$ cat src/rtl/mem_arb_if.sv
// Request/grant/return bundle between the two requesters, the arbiter and memory.
// The arbiter takes the slave view; requesters and memory take the master view.
interface mem_arb_if;
    logic        i_rd;
    logic        i_wr;
    logic [15:0] i_addr;
    logic [15:0] i_data;
    logic        i_lock;
    logic        i_gnt;
    logic        i_rvalid;
    logic [15:0] i_rdata;
    logic        d_rd;
    logic        d_wr;
    logic [15:0] d_addr;
    logic [15:0] d_data;
    logic        d_lock;
    logic        d_gnt;
    logic        d_rvalid;
    logic [15:0] d_rdata;
    logic        mem_rd;
    logic        mem_wr;
    logic [15:0] mem_addr;
    logic [15:0] mem_data_in;
    logic [15:0] mem_data_out;
    logic [3:0]  busy;
    logic        err;

    modport slave (
        input  i_rd, i_wr, i_addr, i_data, i_lock,
        input  d_rd, d_wr, d_addr, d_data, d_lock,
        input  mem_data_out, busy,
        output i_gnt, i_rvalid, i_rdata,
        output d_gnt, d_rvalid, d_rdata,
        output mem_rd, mem_wr, mem_addr, mem_data_in, err
    );

    modport master (
        output i_rd, i_wr, i_addr, i_data, i_lock,
        output d_rd, d_wr, d_addr, d_data, d_lock,
        output mem_data_out, busy,
        input  i_gnt, i_rvalid, i_rdata,
        input  d_gnt, d_rvalid, d_rdata,
        input  mem_rd, mem_wr, mem_addr, mem_data_in, err
    );
endinterface

$ cat src/rtl/mem_arb.sv
// Two-requester (I/D) memory arbiter with lock ownership and 2-cycle read return.
// Define ARB_RR_EN for round-robin ties; otherwise ties always go to the D side.
module mem_arb (
    input  logic      clk,
    input  logic      rst,
    mem_arb_if.slave  bus
);
    typedef enum logic [1:0] {IDLE, LOCK_I, LOCK_D} own_e;

    own_e       state_q, state_d;
    logic       last_q, last_d;
    logic [1:0] p1_q, p1_d;
    logic [1:0] p2_q;
    logic       i_ok, d_ok;
    logic       gnt_i, gnt_d;
    logic       rd_issue;

    always_comb begin
        i_ok = (bus.i_rd ^ bus.i_wr) && !bus.busy[bus.i_addr[2:1]]
               && (state_q != LOCK_D);
        d_ok = (bus.d_rd ^ bus.d_wr) && !bus.busy[bus.d_addr[2:1]]
               && (state_q != LOCK_I);
        gnt_i = 1'b0;
        gnt_d = 1'b0;
        if (!rst) begin
            if (i_ok && d_ok) begin
`ifdef ARB_RR_EN
                gnt_i = last_q;
                gnt_d = !last_q;
`else
                gnt_d = 1'b1;
`endif
            end else begin
                gnt_i = i_ok;
                gnt_d = d_ok;
            end
        end
    end

    always_comb begin
        bus.mem_rd      = 1'b0;
        bus.mem_wr      = 1'b0;
        bus.mem_addr    = 16'h0000;
        bus.mem_data_in = 16'h0000;
        unique case (1'b1)
            gnt_i: begin
                bus.mem_rd      = bus.i_rd;
                bus.mem_wr      = bus.i_wr;
                bus.mem_addr    = bus.i_addr;
                bus.mem_data_in = bus.i_data;
            end
            gnt_d: begin
                bus.mem_rd      = bus.d_rd;
                bus.mem_wr      = bus.d_wr;
                bus.mem_addr    = bus.d_addr;
                bus.mem_data_in = bus.d_data;
            end
            default: ;
        endcase
    end

    assign rd_issue = (gnt_i & bus.i_rd) | (gnt_d & bus.d_rd);

    // last_q: 1 = D side won most recently
    always_comb begin
        state_d = state_q;
        last_d  = last_q;
        p1_d    = {rd_issue, gnt_d};
        if (gnt_i || gnt_d)
            last_d = gnt_d;
        unique case (state_q)
            IDLE: begin
                if (gnt_i && bus.i_lock)
                    state_d = LOCK_I;
                else if (gnt_d && bus.d_lock)
                    state_d = LOCK_D;
            end
            LOCK_I:  if (!bus.i_lock) state_d = IDLE;
            LOCK_D:  if (!bus.d_lock) state_d = IDLE;
            default: state_d = IDLE;
        endcase
    end

    always_ff @(posedge clk or posedge rst) begin
        if (rst) begin
            state_q <= IDLE;
            last_q  <= 1'b1;
            p1_q    <= 2'b00;
            p2_q    <= 2'b00;
        end else begin
            state_q <= state_d;
            last_q  <= last_d;
            p1_q    <= p1_d;
            p2_q    <= p1_q;
        end
    end

    assign bus.i_gnt    = gnt_i;
    assign bus.d_gnt    = gnt_d;
    assign bus.i_rvalid = p2_q[1] & !p2_q[0];
    assign bus.d_rvalid = p2_q[1] & p2_q[0];
    assign bus.i_rdata  = bus.mem_data_out;
    assign bus.d_rdata  = bus.mem_data_out;
    assign bus.err      = !rst & ((bus.i_rd & bus.i_wr) | (bus.d_rd & bus.d_wr));
endmodule

$ cat src/flat_wrapper.sv
// flat-port wrapper written by rule: the top's interface ports become plain ports
module mem_arb_flat 
  (clk, rst, bus_i_rd, bus_i_wr, bus_i_addr, bus_i_data, bus_i_lock, bus_d_rd, bus_d_wr, bus_d_addr, bus_d_data, bus_d_lock, bus_mem_data_out, bus_busy, bus_i_gnt, bus_i_rvalid, bus_i_rdata, bus_d_gnt, bus_d_rvalid, bus_d_rdata, bus_mem_rd, bus_mem_wr, bus_mem_addr, bus_mem_data_in, bus_err);
  mem_arb_if bus_i ();
  input  logic clk;
  input  logic rst;
  input wire logic [$bits(bus_i.i_rd)-1:0] bus_i_rd;
  input wire logic [$bits(bus_i.i_wr)-1:0] bus_i_wr;
  input wire logic [$bits(bus_i.i_addr)-1:0] bus_i_addr;
  input wire logic [$bits(bus_i.i_data)-1:0] bus_i_data;
  input wire logic [$bits(bus_i.i_lock)-1:0] bus_i_lock;
  input wire logic [$bits(bus_i.d_rd)-1:0] bus_d_rd;
  input wire logic [$bits(bus_i.d_wr)-1:0] bus_d_wr;
  input wire logic [$bits(bus_i.d_addr)-1:0] bus_d_addr;
  input wire logic [$bits(bus_i.d_data)-1:0] bus_d_data;
  input wire logic [$bits(bus_i.d_lock)-1:0] bus_d_lock;
  input wire logic [$bits(bus_i.mem_data_out)-1:0] bus_mem_data_out;
  input wire logic [$bits(bus_i.busy)-1:0] bus_busy;
  output wire logic [$bits(bus_i.i_gnt)-1:0] bus_i_gnt;
  output wire logic [$bits(bus_i.i_rvalid)-1:0] bus_i_rvalid;
  output wire logic [$bits(bus_i.i_rdata)-1:0] bus_i_rdata;
  output wire logic [$bits(bus_i.d_gnt)-1:0] bus_d_gnt;
  output wire logic [$bits(bus_i.d_rvalid)-1:0] bus_d_rvalid;
  output wire logic [$bits(bus_i.d_rdata)-1:0] bus_d_rdata;
  output wire logic [$bits(bus_i.mem_rd)-1:0] bus_mem_rd;
  output wire logic [$bits(bus_i.mem_wr)-1:0] bus_mem_wr;
  output wire logic [$bits(bus_i.mem_addr)-1:0] bus_mem_addr;
  output wire logic [$bits(bus_i.mem_data_in)-1:0] bus_mem_data_in;
  output wire logic [$bits(bus_i.err)-1:0] bus_err;
  assign bus_i.i_rd = bus_i_rd;
  assign bus_i.i_wr = bus_i_wr;
  assign bus_i.i_addr = bus_i_addr;
  assign bus_i.i_data = bus_i_data;
  assign bus_i.i_lock = bus_i_lock;
  assign bus_i.d_rd = bus_d_rd;
  assign bus_i.d_wr = bus_d_wr;
  assign bus_i.d_addr = bus_d_addr;
  assign bus_i.d_data = bus_d_data;
  assign bus_i.d_lock = bus_d_lock;
  assign bus_i.mem_data_out = bus_mem_data_out;
  assign bus_i.busy = bus_busy;
  assign bus_i_gnt = bus_i.i_gnt;
  assign bus_i_rvalid = bus_i.i_rvalid;
  assign bus_i_rdata = bus_i.i_rdata;
  assign bus_d_gnt = bus_i.d_gnt;
  assign bus_d_rvalid = bus_i.d_rvalid;
  assign bus_d_rdata = bus_i.d_rdata;
  assign bus_mem_rd = bus_i.mem_rd;
  assign bus_mem_wr = bus_i.mem_wr;
  assign bus_mem_addr = bus_i.mem_addr;
  assign bus_mem_data_in = bus_i.mem_data_in;
  assign bus_err = bus_i.err;
  mem_arb u_core (.clk(clk), .rst(rst), .bus(bus_i));
endmodule
$ cat config.mk
export PLATFORM = sky130hd
export DESIGN_NAME = mem_arb_flat
export DESIGN_NICKNAME = d
export VERILOG_FILES = /design/src/rtl/mem_arb_if.sv /design/src/rtl/mem_arb.sv /design/src/flat_wrapper.sv
export SDC_FILE = /design/constraint.sdc
export NUM_CORES = 1
export LEC_CHECK = 0
export ABC_AREA = 0
export CAP_MARGIN = 0
export CORE_UTILIZATION = 23
export CTS_BUF_LIST = sky130_fd_sc_hd__clkbuf_4 sky130_fd_sc_hd__clkbuf_8
export CTS_CLUSTER_SIZE = 12
export DETAILED_ROUTE_END_ITERATION = 10
export PLACE_DENSITY = 0.84
export SYNTH_ARGS = -nofsm -noshare
export SYNTH_HDL_FRONTEND = slang
export SYNTH_SLANG_ARGS = --single-unit
export TNS_END_PERCENT = 10
$ cat constraint.sdc
create_clock -name clk -period 2.95 [get_ports clk]
set_input_delay 0.59 -clock clk [delete_from_list [all_inputs] [get_ports clk]]
set_output_delay 0.59 -clock clk [all_outputs]
set_load 0.005 [all_outputs]
# After elaboration in Yosys (flattened, before gate mapping)
# Cells that the tools add are included.
[word_totals]
latch_bits = 0
romBits = 0
ff_bits = 6
ramBits = 0
n_memories = 0
output_inout_bits = 71
[classes]
div = 0
n_reduce_logical = 13
mux = 17
mul = 0
add_sub_neg = 0
shifts = 0
n_bitwise = 11
order_cmp = 2
eq_ne = 7
[ops]
columns = ["op", "count"]
rows = [
  ["case mux 16 bit (2 select lines)", 2],
  ["2-to-1 mux 2 bit", 4],
  ["AND 1 bit", 7],
  ["logical AND 1 bit", 7],
  ["< comparator 2 x 3 -> 1 bit, second input constant", 2],
  ["2-to-1 mux 1 bit", 6],
  ["!= test 2 bit, second input constant", 3],
  ["case mux 2 bit (3 select lines)", 1],
  ["binary-select mux 1 bit (select 2 bit)", 2],
  ["zero test 1 bit", 4],
  ["case mux 1 bit (2 select lines)", 2],
  ["!= test 3 x 1 -> 1 bit, second input constant", 1],
  ["AND reduction 3 bit", 1],
  ["equality test 2 x 1 -> 1 bit, second input constant", 1],
  ["equality test 2 bit, second input constant", 1],
  ["zero test 2 bit", 1],
  ["!= test 2 x 1 -> 1 bit, second input constant", 1],
  ["OR 1 bit", 2],
  ["bitwise XOR 1 bit", 2],
]

# Longest topological paths before layout
# Gate-level depths: netlist of run 1.
[logic_depth]
ltp_word = 12
ltp_mapped = 7

# Worst setup path before layout of run 1
# OpenSTA, ideal clock, no wires.
[synth_path]
path_kind = "in2out"
start = "input port bus_d_wr"
end = "output port bus_mem_addr[10]"
path_slack_ns = 0.444
arrival_ns = 1.916
path_stages = 7
path_buffers = 2
path_cell_list = "ha_1 or2b_1 o22ai_1 o211a_1 buf_6 buf_2 a22o_1"
[synth_via]
elab_chain_len = 7
word_cells_on_any_way = 9
cone_classes = "5 x mux; 1 x bitwise; 3 x reduce/logical"
[synth_lines]
columns = ["item", "line_no", "source"]
rows = [
  ["start: declaration", "flat_wrapper.sv:13", "input wire logic [$bits(bus_i.d_wr)-1:0] bus_d_wr;"],
  ["bitwise XOR 1 bit *", "mem_arb.sv:21", "d_ok = (bus.d_rd ^ bus.d_wr) && !bus.busy[bus.d_addr[2:1]]"],
  ["logical AND 1 bit *", "mem_arb.sv:21", ""],
  ["logical AND 1 bit *", "mem_arb.sv:22", "&& (state_q != LOCK_I);"],
  ["logical AND 1 bit", "mem_arb.sv:26", "if (i_ok && d_ok) begin"],
  ["2-to-1 mux 1 bit", "mem_arb.sv:26", ""],
  ["2-to-1 mux 1 bit", "mem_arb.sv:25", "if (!rst) begin"],
  ["case mux 16 bit (2 select lines) *", "mem_arb.sv:45", "unique case (1'b1)"],
  ["end: declaration", "flat_wrapper.sv:27", "output wire logic [$bits(bus_i.mem_addr)-1:0] bus_mem_addr;"],
]
# Mark *: on every way between the ends. The rest lies on a longest branch, timed or not.

# Worst setup path in the final report of run 1
[layout_path]
start = "input port bus_d_rd"
end = "output port bus_mem_addr[8]"
[layout_via]
elab_chain_len = 7
word_cells_on_any_way = 9
cone_classes = "5 x mux; 1 x bitwise; 3 x reduce/logical"
[layout_lines]
columns = ["item", "line_no", "source"]
rows = [
  ["start: declaration", "flat_wrapper.sv:12", "input wire logic [$bits(bus_i.d_rd)-1:0] bus_d_rd;"],
  ["bitwise XOR 1 bit *", "mem_arb.sv:21", ""],
  ["logical AND 1 bit *", "mem_arb.sv:21", ""],
  ["logical AND 1 bit *", "mem_arb.sv:22", ""],
  ["logical AND 1 bit", "mem_arb.sv:26", ""],
  ["2-to-1 mux 1 bit", "mem_arb.sv:26", ""],
  ["2-to-1 mux 1 bit", "mem_arb.sv:25", ""],
  ["case mux 16 bit (2 select lines) *", "mem_arb.sv:45", ""],
]
# Marks and branches as above.

==> flow_summary.toml, run 1 <==
[routing]
drc_errors = 0
first_pass_iters = 4
vias = 1225
drtAntennaViolNets = 0
drt_iter0_drc = 24
avgViaCountPerCell = 4.79
wl_per_cell_um = 14.7
drt-total-wl_um = 3760

[worst_setup_path]
cp_max_fo = 5
critPathCaptureType = "output port"
rr_startpoint = "u_core.state_q[1]"
critPathLaunchType = "input pin"
r2r-end = "u_core.p1_q[1]"
required_ns = 2.36
critical_path_class = "input pin to output port"
crit_arrival_ns = 2.29
worst_r2r_path_depth = 7
reg2reg_slack_ns = 1.33

[grt]
antenna_found_initial = 0
grt_start_max_net_pins = 11
grt_pass1_wl_um = 5310
grt_overflow = 0
grt_util_all_layers = 0.154
grt_pass1_vias = 1193

[placement]
routabilityCongestion = 0.733
io_buffers = 114
pre_cts_slack_ns = -0.510
hpwl_um = 2800

[logic_synthesis]
yosysSeqAreaShare = 0.150
syn_area_sq_um = 1000
synth-seq-cells = 6
ys_warn_count = 0
syn-instance-count = 105
avgSynthCellArea_sq_um = 9.54
syn-num-nets = 199
synthDistinctLibCells = 26

[timing]
tightest_slew_ns = 0.219
fmax_mhz = 347
rsz0062_at_grt = "false"
tns_ns = 0
relSlewSlack = 0.854
setup_viol = 0
timing.final.crit_share = 0.976
finalMaxSlewViolations = 0
setup_slack_ns = 0.0693
skew_ns = 0.00119
hold_viol_final = 0
period_needed_ns = 2.88

[cts]
root_buffer = "clkbuf_8"
clkTransAtPathRegs_ns = 0.03
cts.path.max_buffers = 2
numCtsBuffers = 3
clk_latency_ns = 0.22
cts_tree = "yes"
h-tree-depth = 1
cts.sinks = 6
holdBufCountCts = 0

[power]
power.density_nw_per_um2 = 238
power.leakage_nw = 1.02
max-vdd-ir-drop_mv = 0.117

[die]
start_util = 0.245
dieHeight_um = 68.0
io_pins = 163
dieArea_sq_um = 4630
core-area_sq_um = 4090
die_x_um = 68.0
fp-row-count = 23

[layout]
mostFrequentLayoutCell = "clkdlybuf4s50_1"
syn_to_final_growth_pct = 114
antenna_cells = 0
layout-drive-gt1-share = 0.282
fin_nets = 302
layout.cells.most_common_list = "69 x clkdlybuf4s50_1, 29 x a22o_1, 25 x dlygate4sd2_1, 13 x clkbuf_2, 10 x buf_4"

[worst_hold_path]
hold_path.startpoint = "u_core.p1_q[1]"
hold_end = "u_core.p2_q[1]"
hold_class = "flip-flop to flip-flop"
hold_depth = 0

[run]
max_cap_violations = 0

[status]
status = "completed"
-- registers in the layout (all words and copies together) (netlist names) --
name	count
u_core.p1_q	2
u_core.p2_q	2
u_core.state_q	2
-- kinds of logic (layout without fill, tap and decap cells) --
logic type | count (synthesis) | in the layout | share of synthesized area
muxes | 3 | 3 | 0.0487
buffers and inverters | 42 | 143 | 0.316
adders and majority gates | 2 | 2 | 0.0250
DFF | 6 | 6 | 0.150
and+or+nand+nor | 10 | 10 | 0.0699
AOI/OAI and AO/OA | 42 | 42 | 0.391
-- critical path, cell delays in order --
cell and delay (ns):
buf_2 0.12, ha_4 0.27, or2b_1 0.27, o221ai_2 0.22, a21oi_4 0.10, buf_6 0.14
buf_6 0.12, a22o_2 0.19, dlygate4sd2_1 0.26
-- synthesized netlist by cell type --
| library cell | instances | share of area |
|---|---|---|
| mux4_2 | 1 | 0.022 |
| a22o_2 | 6 | 0.060 |
| clkbuf_4 | 1 | 0.0075 |
| buf_2 | 1 | 0.0050 |
| nor2b_1 | 1 | 0.0062 |
| o22ai_1 | 1 | 0.0062 |
| a22o_1 | 29 | 0.25 |
| ha_1 | 2 | 0.025 |
| a21oi_4 | 1 | 0.016 |
| inv_1 | 3 | 0.011 |
| o211a_1 | 2 | 0.020 |
| o221ai_2 | 2 | 0.030 |
| nand3_1 | 1 | 0.0050 |
| dfrtp_1 | 6 | 0.15 |
| o21ai_0 | 1 | 0.0050 |
| mux2_2 | 1 | 0.011 |
| nand3b_1 | 1 | 0.0075 |
| mux2_4 | 1 | 0.015 |
| or2b_1 | 1 | 0.0075 |
| nand2_1 | 1 | 0.0037 |
| nand3b_4 | 1 | 0.020 |
| nor2_1 | 2 | 0.0075 |
| buf_4 | 33 | 0.25 |
| and3_1 | 1 | 0.0062 |
| and2_1 | 1 | 0.0062 |
| buf_6 | 4 | 0.045 |
-- worst max path at each step --
stage                          end         from
2_1_floorplan     bus_mem_addr[10]     bus_d_wr
3_3_place_gp       bus_mem_addr[1]     bus_d_wr
3_5_place_dp       bus_mem_addr[1]     bus_d_wr
4_1_cts         bus_mem_data_in[7]     bus_d_wr
5_1_grt        bus_mem_data_in[11]  bus_busy[3]
6_report           bus_mem_addr[8]     bus_d_rd
-- layout make-up --
type                    instances  area [sq um]
clock buffers                   3          41.3
fillers                       388          1940
inverters                       3          11.3
multi-input cells              57           577
flip-flops and latches          6           150
well taps                      50          62.6
repair buffers                137          1300
-- metal layers --
layer / global-route usage / wire length, um / vias to the layer above
li1: - / - / 576
met2: 0.283 / 2050 / 75
met1: 0.172 / 1330 / 567
met4: 0.0573 / 53 / 0
met3: 0.0300 / 330 / 7
met5: 0 / 0 / -
-- stage by stage --
stage | power [W] | instances | util | instance area, sq um | hold slack [ns]
floorplan | 0.000223 | 105 | - | 1000 | 0.331
global placement | 0.000380 | 243 | 0.492 | 2010 | 0.332
detailed placement | 0.000385 | 243 | 0.492 | 2010 | 0.336
CTS | 0.000521 | 256 | 0.540 | 2210 | 0.344
global route | 0.000545 | 256 | 0.525 | 2140 | 0.356
finish | 0.000509 | 256 | 0.525 | 2140 | 0.342
-- power breakdown --
part	switching (W)	total, W	internal, W	leakage (nW)
sequential	0.00000374	0.0000921	0.0000884	0.0815
clock	0.0000307	0.000118	0.0000872	0.0216
combinational	0.0000972	0.000299	0.000202	0.914
-- timing repair --
action                     4_1_cts  5_1_grt
cloned                           5        0
gates resized for setup         85       20
setup endpoints to repair       36       34
setup buffers                    5        0
pin swaps                        6        3
Power figures use the tool's default switching activity.
==> inputs of run 2 (changes only) <==
Settings changed: ABC_AREA 0 to not set, PLACE_DENSITY 0.84 to 0.94.
==> run 2 against run 1 <==
Effect of this change:
- the flow now finishes with violations (negative setup slack)
- combinational power up 13%
- sequential cell count unchanged
- design area rose by 5.1%
- clock power grew 8%
- final cell count increased by 1.6%
- global-route usage increased by 2.3 points
- largest cell class unchanged
- largest power group unchanged
==> flow_summary.toml, run 2 (synthesis gave the netlist of run 1 again) <==
[status]
status = "complete, but fails checks"
violations = "negative setup slack"

[worst_setup_path]
reg2reg_slack_ns = 1.44
cp_max_fo = 7
crit_start = "bus_d_rd"
crit_arrival_ns = 2.50
crit_path_end = "bus_mem_data_in[7]"
critPathLaunchType = "input pin"
worst_r2r_path_depth = 5
critical_path_class = "input pin to output port"
rr_startpoint = "u_core.state_q[0]"
r2r-end = "u_core.p1_q[1]"
required_ns = 2.36
critPathCaptureType = "output port"

[worst_hold_path]
hold_class = "flip-flop to flip-flop"

[timing]
finalMaxSlewViolations = 0
tightest_slew_ns = 0.280
setup_slack_ns = -0.141
fin_hold_ws_ns = 0.342
skew_ns = 0.00827
rsz0062_at_grt = "true"
period_needed_ns = 3.09
relSlewSlack = 0.813
fmax_mhz = 324
setup_viol = 2
timing.final.crit_share = 1.05
hold_viol_final = 0

[layout]
reg_top3 = "u_core.p1_q x2, u_core.p2_q x2, u_core.state_q x2"
mostFrequentLayoutCell = "clkdlybuf4s50_1"
n_fill_cell = 397
antenna_cells = 0
multi_input_area_sq_um = 636
regArea_sq_um = 150
fin_nets = 306
layout-drive-gt1-share = 0.357
layout.cells.most_common_list = "70 x clkdlybuf4s50_1, 29 x a22o_1, 20 x clkbuf_2, 12 x dlygate4sd2_1, 12 x buf_4"
syn_to_final_growth_pct = 125

[cts]
clk_latency_ns = 0.23
holdBufCountCts = 0
numCtsBuffers = 3
cts.sinks = 6
h-tree-depth = 1
clkTransAtPathRegs_ns = 0.03
cts_tree = "yes"
root_buffer = "clkbuf_8"
cts.path.max_buffers = 2

[routing]
drtAntennaViolNets = 0
drt-total-wl_um = 4350
vias = 1226
avgViaCountPerCell = 4.72
drc_errors = 0
drt_iter0_drc = 31
first_pass_iters = 4
wl_per_cell_um = 16.7

[power]
power.density_nw_per_um2 = 247
pwr-share-clk = 0.228
max-vdd-ir-drop_mv = 0.115
seq_power_share = 0.166
comb_power_share = 0.606
cell_internal_pwr_w = 0.000400
p_sw_frac = 0.281
power.leakage_nw = 1.11
p_sw_w = 0.000156

[grt]
grt_pass1_vias = 1218
antenna_found_initial = 0
grt_start_max_net_pins = 10
grt_overflow = 0
grt_pass1_wl_um = 5940
grt_util_all_layers = 0.177

[placement]
io_buffers = 114
pre_cts_slack_ns = -0.924
hpwl_um = 2770
routabilityCongestion = 0.736

[die]
start_util = 0.245
core-area_sq_um = 4090
fp-row-count = 23
dieHeight_um = 68.0
io_pins = 163
dieArea_sq_um = 4630
die_x_um = 68.0

[run]
max_cap_violations = 0
==> run 2: metrics by stage <==
stage | utilization | std cells | setup TNS (ns) | total power (W) | cell area (sq um)
after floorplan | - | 105 | 0 | 0.000223 | 1000
after global placement | 0.479 | 236 | -30.45 | 0.000372 | 1960
after detailed placement | 0.479 | 236 | -31.73 | 0.000377 | 1960
after CTS | 0.555 | 258 | -0.943 | 0.000552 | 2270
after global routing | 0.551 | 260 | -0.522 | 0.000586 | 2250
final | 0.551 | 260 | -0.237 | 0.000556 | 2250
==> run 2: worst min-delay path by stage <==
stage,start,to,slack [ns],cells after the start
2_1_floorplan,u_core.p1_q[0],u_core.p2_q[0],0.33,0
3_3_place_gp,u_core.p1_q[0],u_core.p2_q[0],0.33,0
3_5_place_dp,u_core.p1_q[0],u_core.p2_q[0],0.34,0
4_1_cts,u_core.p1_q[0],u_core.p2_q[0],0.34,0
5_1_grt,u_core.p1_q[0],u_core.p2_q[0],0.36,0
6_report,u_core.p1_q[0],u_core.p2_q[0],0.34,0
==> run 2: routing by layer <==
metal / GRT usage / share of wire / vias up
met5: 0 / 0 / -
met4: 0.0885 / 0.019 / 0
met3: 0.0350 / 0.075 / 9
met2: 0.303 / 0.52 / 66
met1: 0.208 / 0.39 / 563
li1: - / - / 588
==> run 2: layout make-up <==
type,instances,area share
sequential,6,0.0666
inverter,3,0.00500
tap,50,0.0278
clock buffer,3,0.0183
multi-input combinational,58,0.282
timing repair buffer,140,0.600
==> run 2: worst max-delay path, cell delays in order <==
cell and delay, ns:
buf_4 0.13, ha_4 0.28, or2b_4 0.29, o22ai_4 0.15, o211a_4 0.20, buf_6 0.12
buf_16 0.12, a22o_1 0.13, clkdlybuf4s50_1 0.49
==> run 2: power groups by stage <==
stage / Combinational (W) / Sequential, W / Clock, W
after floorplan: 0.000131 / 0.0000916 / 0
after global placement: 0.000280 / 0.0000922 / 0
after detailed placement: 0.000284 / 0.0000925 / 0
after CTS: 0.000331 / 0.0000919 / 0.000130
after global routing: 0.000359 / 0.0000924 / 0.000135
final: 0.000337 / 0.0000921 / 0.000127
==> run 2: what timing repair did <==
action                                  CTS  global route
gates resized for setup                  72            55
cloned                                    5             0
endpoints found under the hold margin     0             0
buffers inserted                         15             2
endpoints found under the setup margin   36            31
pin swaps                                 7             2
